==> src/rtl/fafc_otw_driver_pkg.sv <==
// Shared constants and state encoding for the FAFC oscillator-tuning-word driver.
package fafc_otw_driver_pkg;
   localparam int TH_BITS  = 4;
   localparam int BIN_BITS = 5;
   localparam int OTW_L    = TH_BITS + BIN_BITS;

   localparam logic [OTW_L-1:0] OTW_MID   = 9'd256;
   localparam logic [OTW_L-1:0] SLEW_STEP = 9'd32;

   typedef enum logic [1:0] {
      IDLE,
      SLEW,
      SETTLE,
      HOLD
   } otw_state_t;
endpackage

==> src/rtl/fafc_otw_driver_therm_dec.sv <==
// Combinational binary-to-thermometer decoder for the unit capacitor cells.
module otw_therm_dec #(
   parameter int TH_BITS = fafc_otw_driver_pkg::TH_BITS
) (
   input  logic [TH_BITS-1:0]        i_code,
   output logic [(1<<TH_BITS)-2:0]   o_therm
);
   genvar gi;
   generate
      for (gi = 0; gi < (1 << TH_BITS) - 1; gi++) begin : g_cell
         assign o_therm[gi] = (i_code > TH_BITS'(gi));
      end
   endgenerate
endmodule

==> src/rtl/fafc_otw_driver.sv <==
// Applies the FAFC tuning word to the segmented DCO capacitor bank, slewing
// one thermometer cell per REF cycle and reporting when the bank has settled.
module fafc_otw_driver #(
   parameter int TH_BITS  = fafc_otw_driver_pkg::TH_BITS,
   parameter int BIN_BITS = fafc_otw_driver_pkg::BIN_BITS,
   parameter int SETTLE_W = 5
) (
   input  logic                         REF,
   input  logic                         SPI_ARST,
   input  logic                         SPI_OTWDRV_EN,
   input  logic [TH_BITS+BIN_BITS-1:0]  OTW_IN,
   input  logic                         OTW_LOAD,
   input  logic                         FREQLOCK,
   input  logic [SETTLE_W-1:0]          SPI_SETTLE_CYC,
   output logic [(1<<TH_BITS)-2:0]      CAPTH_P,
   output logic [(1<<TH_BITS)-2:0]      CAPTH_N,
   output logic [BIN_BITS-1:0]          CAPBIN_P,
   output logic [BIN_BITS-1:0]          CAPBIN_N,
   output logic [TH_BITS+BIN_BITS-1:0]  OTW_APPLIED,
   output logic                         OTW_BUSY,
   output logic                         OTW_SETTLED
);
   import fafc_otw_driver_pkg::*;

   localparam int L_W     = TH_BITS + BIN_BITS;
   localparam int L_CELLS = (1 << TH_BITS) - 1;
   localparam logic [L_W-1:0]        L_MID    = L_W'(OTW_MID);
   localparam logic [L_W-1:0]        L_STEP   = L_W'(SLEW_STEP);
   localparam logic signed [L_W:0]   L_STEP_S = $signed({1'b0, L_STEP});
   localparam logic [L_CELLS-1:0]    L_TH_MID = L_CELLS'((1 << (1 << (TH_BITS - 1))) - 1);

   otw_state_t          r_state;
   otw_state_t          w_state_next;
   logic [L_W-1:0]      r_applied;
   logic [L_W-1:0]      r_target;
   logic [L_W-1:0]      w_applied_next;
   logic [L_W-1:0]      w_target_next;
   logic [SETTLE_W-1:0] r_cnt;
   logic [SETTLE_W-1:0] w_cnt_next;
   logic signed [L_W:0] w_d;
   logic                w_close;
   logic                w_load;
   logic [L_CELLS-1:0]  w_therm;

   assign w_load  = OTW_LOAD & ~FREQLOCK;
   // One extra bit keeps the difference signed over the full code range.
   assign w_d     = $signed({1'b0, r_target}) - $signed({1'b0, r_applied});
   assign w_close = (w_d <= L_STEP_S) && (w_d >= -L_STEP_S);

   always_comb begin
      w_applied_next = r_applied;
      w_target_next  = r_target;
      w_state_next   = r_state;
      w_cnt_next     = r_cnt;
      if (!SPI_OTWDRV_EN) begin
         w_applied_next = L_MID;
         w_target_next  = L_MID;
         w_state_next   = IDLE;
         w_cnt_next     = '0;
      end else if (w_load) begin
         // Capture edge leaves the bank alone; stepping resumes from applied.
         w_target_next = OTW_IN;
         w_state_next  = SLEW;
         w_cnt_next    = '0;
      end else begin
         case (r_state)
            SLEW: begin
               if (w_close) begin
                  w_applied_next = r_target;
                  w_state_next   = SETTLE;
                  w_cnt_next     = SPI_SETTLE_CYC;
               end else if (w_d[L_W]) begin
                  w_applied_next = r_applied - L_STEP;
               end else begin
                  w_applied_next = r_applied + L_STEP;
               end
            end
            SETTLE: begin
               if (r_cnt != '0) begin
                  w_cnt_next = r_cnt - SETTLE_W'(1);
               end else begin
                  w_state_next = HOLD;
               end
            end
            default: ;
         endcase
      end
   end

   otw_therm_dec #(.TH_BITS(TH_BITS)) u_therm (
      .i_code  (w_applied_next[L_W-1:BIN_BITS]),
      .o_therm (w_therm)
   );

   always_ff @(posedge REF or posedge SPI_ARST) begin
      if (SPI_ARST) begin
         r_applied   <= L_MID;
         r_target    <= L_MID;
         r_state     <= IDLE;
         r_cnt       <= '0;
         CAPTH_P     <= L_TH_MID;
         CAPTH_N     <= ~L_TH_MID;
         CAPBIN_P    <= L_MID[BIN_BITS-1:0];
         CAPBIN_N    <= ~L_MID[BIN_BITS-1:0];
         OTW_BUSY    <= 1'b0;
         OTW_SETTLED <= 1'b0;
      end else begin
         r_applied   <= w_applied_next;
         r_target    <= w_target_next;
         r_state     <= w_state_next;
         r_cnt       <= w_cnt_next;
         CAPTH_P     <= w_therm;
         CAPTH_N     <= ~w_therm;
         CAPBIN_P    <= w_applied_next[BIN_BITS-1:0];
         CAPBIN_N    <= ~w_applied_next[BIN_BITS-1:0];
         OTW_BUSY    <= (w_state_next == SLEW) || (w_state_next == SETTLE);
         OTW_SETTLED <= (w_state_next == HOLD);
      end
   end

   assign OTW_APPLIED = r_applied;
endmodule
==> config.mk <==
export PLATFORM = sky130hd
export DESIGN_NAME = fafc_otw_driver
export DESIGN_NICKNAME = d
export VERILOG_FILES = /design/src/rtl/fafc_otw_driver_pkg.sv /design/src/rtl/fafc_otw_driver_therm_dec.sv /design/src/rtl/fafc_otw_driver.sv
export SDC_FILE = /design/constraint.sdc
export NUM_CORES = 1
export LEC_CHECK = 0
export ABC_AREA = 1
export ABC_CLOCK_PERIOD_IN_PS = 3620
export CORE_ASPECT_RATIO = 1.5
export CORE_MARGIN = 10
export CORE_UTILIZATION = 51
export DETAILED_ROUTE_END_ITERATION = 12
export GPL_ROUTABILITY_DRIVEN = 0
export GPL_TIMING_DRIVEN = 0
export PLACE_DENSITY = 0.88
export SYNTH_ARGS = -nofsm -noshare
export SYNTH_HDL_FRONTEND = slang
export SYNTH_SLANG_ARGS = --single-unit
==> constraint.sdc <==
create_clock -name REF -period 3.62 [get_ports REF]
set_clock_uncertainty 0.15 [all_clocks]
set_input_delay 0.543 -clock REF [delete_from_list [all_inputs] [get_ports REF]]
set_output_delay 0.543 -clock REF [all_outputs]
set_load 0.05 [all_outputs]
==> results.md <==
* Status: finished, final reports clean
* Worst slew pin tran at about 0.8 ns
* Cell variety after synth at 37
* Row Count at 35
* Port bufs at ~70
* Mapped Nets at approximately 400
* Remaining antenna violation count after routing at 0
* DR iter-0 viols at 186
* Clock share of power at ~16%
* CP most frequent cell: nand2_1
* Synthesized area per cell at slightly below 9 um^2
* Synth Instances at between 300 and 400
* Non-filler cells, final at 534
* Wirelength per Cell at roughly 16 um
* RSZ-0062 raised after global routing: false
* Gr ovfl total at 0
* Kind of cell adding the most delay to the critical path: simple AND/OR/NAND/NOR gates
* Final wirelength at 8520 um
* Nets at roughly 490
* Uppermost layer routed: met4
* DR pass1 iterations at 5
* CTS tree: yes
* Max stage delay on crit path at between 0.5 and 0.6 ns
* #FFs+latches synth at slightly above 60
* Setup TNS at 0 ns
* Metal-1 WL at ~2800 um
* Critical path cell sequence: inv_1 -> ha_4 -> nand2_1 -> nor2_2 -> nand3_1 -> nand3_2 -> inv_2 -> ha_1 -> a21oi_1 -> nand2_1 -> xor2_1 -> nand2_1 -> nand2_1 -> nor2_1 -> nand4_2 -> nand2_2 -> nor2_8 -> inv_6 -> nor2_8 -> nand2_2 -> inv_2
* CP Launch Type: flip-flop
* Rel. slew slack at approximately 46%
* Placed Instances at around 500
* Boundary Pins at 70
* Slowest-stage cell, CP: dfstp_2
* Post-layout minimum cycle time at 3.33 ns
* Initial core utilization at a little over half
* Sequential share of the synthesized area at ~48%
* Vias per cell at ~5.2
* Required time of the critical path at ~3.8 ns
* First-pass GRT wire length at ~14000 um
* Worst EP arrival at 3.47 ns
* Initial antenna violation count at 0
* Max-slew violation count at 0
* Final setup viols at 0
* Hpwl dp at 6480 um
* H-tree levels at 3
* CTS clk-pin slew, worst paths at about 0.080 ns
* Drt drc at 0
* Pleak at approximately 2.2 nW
* Vias in the first global route at about 2900
* Die Width at ~86 um
* Worst path bufs/invs at 4
* Yosys warns at 0
* Hold_buf cts at 0
* Wire length on met3 at around 520 um
* Max_cap viols at 0
* Chip Height at 118 um
* Crit. End Element: flip-flop
* Logic pwr share at between 60 and 70%
* Area of the mapped netlist at approximately 0.0033 mm^2
* Share of cells above drive strength 1 at 22.0%
* Clock Tree Root: clkbuf_8
* Maximum vdd drop at 749 uV
* Clk buf depth at 2
* Flop pwr share at 23.8%
* Final hold vios at 0
* Ant diodes at 0
* Syn-to-layout area delta at 32.9%
* Hold WC Path Type: in -> async
* Worst-Skew Late Latency at 0.34 ns
* DIE AREA at 0.0101 mm^2
* CORE AREA at 0.00622 mm^2
* Clk sinks at slightly above 60
* P per Cell Area at 998 mW/mm^2
* Highest Clock Rate at approximately 0.30 GHz
* Sw frac at ~50%
* Global-route usage over all layers at between 15 and 20%
* Crit path kind: reg -> reg
* Met2 wire length at slightly below 5000 um
* Internal Power at about 2.2 mW
* CTS Buf Count at 9
* Largest net degree at the start of global routing at between 40 and 50
* NetSw at 2.16 mW
* DR vias at approximately 2800
* Crit path max fanout at 8
* Tcrit/Tclk final at between 90% and 100%
synthesized netlist by cell type (all sizes together):
cell | count | area [um^2]
nor3 | 2 | 10.0
dfstp | 22 | 578
o21ai | 24 | 128
dfrtp | 40 | 1000
buf | 7 | 47.6
inv | 71 | 272
clkbuf | 2 | 7.51
a31o | 1 | 8.76
nand4 | 6 | 43.8
ha | 16 | 200
nand3 | 32 | 198
a31oi | 1 | 6.26
xnor2 | 2 | 17.5
xor2 | 3 | 26.3
nand2 | 90 | 407
fa | 2 | 40.0
a21oi | 18 | 93.8
nand3b | 1 | 7.51
nor2 | 25 | 168
or2 | 2 | 15.0
o211ai | 2 | 15.0
flip-flops by register name, indices dropped and copies added, names as in the netlist:
name,flops
CAPTH_N,15
CAPTH_P,15
OTW_APPLIED,9
r_target,9
CAPBIN_N,5
r_cnt,5
r_state,2
OTW_BUSY,1
OTW_SETTLED,1
cells by family (layout without fill, tap and decap cells):
| kind of cell | Yosys count | after routing | synth area share (%) |
|---|---|---|---|
| adder cells (fa/ha/maj) | 18 | 18 | 7.30 |
| XOR/XNOR | 5 | 5 | 1.33 |
| AO/OA/AOI/OAI | 46 | 46 | 7.65 |
| flip-flops | 62 | 62 | 48.0 |
| buffers and inverters | 80 | 171 | 9.93 |
| AND/OR/NAND/NOR | 158 | 158 | 25.8 |
routing by layer:
metal / up-vias / global-route usage (%)
li1: 1329 / -
met1: 1345 / 15.5
met2: 77 / 30.6
met3: 20 / 5.70
met4: 0 / 8.88
met5: - / 0
metrics by stage:
stage | util, % | instance area (um^2) | hold WS [ns] | power, mW | worst slack [ns]
2_1_floorplan | - | 3290 | 0.312 | 2.90 | 0.312
3_3_place_gp | 65.5 | 4070 | 0.333 | 3.48 | 0.330
3_5_place_dp | 65.8 | 4090 | 0.334 | 3.58 | 0.178
4_1_cts | 69.5 | 4320 | 0.339 | 4.30 | 0.141
5_1_grt | 70.3 | 4370 | 0.352 | 4.64 | 0.0504
6_report | 70.3 | 4370 | 0.344 | 4.36 | 0.287
cells in the final DEF (no fill, tap or decap), types with 3 or more instances in the layout:
master / instances
nor2_8: 3
nand3_2: 5
nand2_2: 12
clkbuf_8: 9
nand3_1: 26
inv_2: 11
nand4_1: 5
buf_4: 10
dfstp_2: 22
xor2_1: 3
nand2_1: 74
ha_1: 15
o21ai_0: 20
a21oi_1: 17
clkdlybuf4s50_1: 69
inv_6: 3
dfrtp_1: 40
nor2_2: 4
inv_1: 59
nand2_4: 3
nor2_1: 16
area by class of cell:
cell class              count  area [um^2]
clock inverters             7          105
fillers                   452         1850
well taps                  74         92.6
inverters                  71          272
plain buffers               9         55.1
flip-flops and latches     62         1580
multi-input cells         227         1400
repair buffers             75          748
clock buffers               9          124
repair_timing:
action,4_1_cts,5_1_grt
buffers inserted,0,5
resized for setup,0,1
endpoints found under the setup margin,0,10
power groups by stage:
stage / combinational [mW] / sequential, mW / clock, mW
after floorplan: 1.27 / 1.63 / 0
final: 2.63 / 1.04 / 0.696
after global routing: 2.84 / 1.06 / 0.741
after detailed placement: 2.53 / 1.05 / 0
after CTS: 2.55 / 1.04 / 0.714
after global placement: 2.44 / 1.04 / 0
path summary, 6_finish.rpt:
path / startpoint / depth (start not counted) / slack (ns) / endpoint
max: OTW_APPLIED[8] / 21 / 0.29 / CAPTH_N[2]
min: SPI_ARST / 2 / 0.34 / OTW_APPLIED[4]
max reg2reg: OTW_APPLIED[8] / 21 / 0.29 / CAPTH_N[2]
min reg2reg: r_target[0] / 1 / 0.35 / CAPBIN_N[0]
max in group asynchronous: SPI_ARST / 3 / 2.35 / CAPTH_N[13]
min in group REF: r_target[0] / 1 / 0.35 / CAPBIN_N[0]
(Power assumes the default switching activity.)
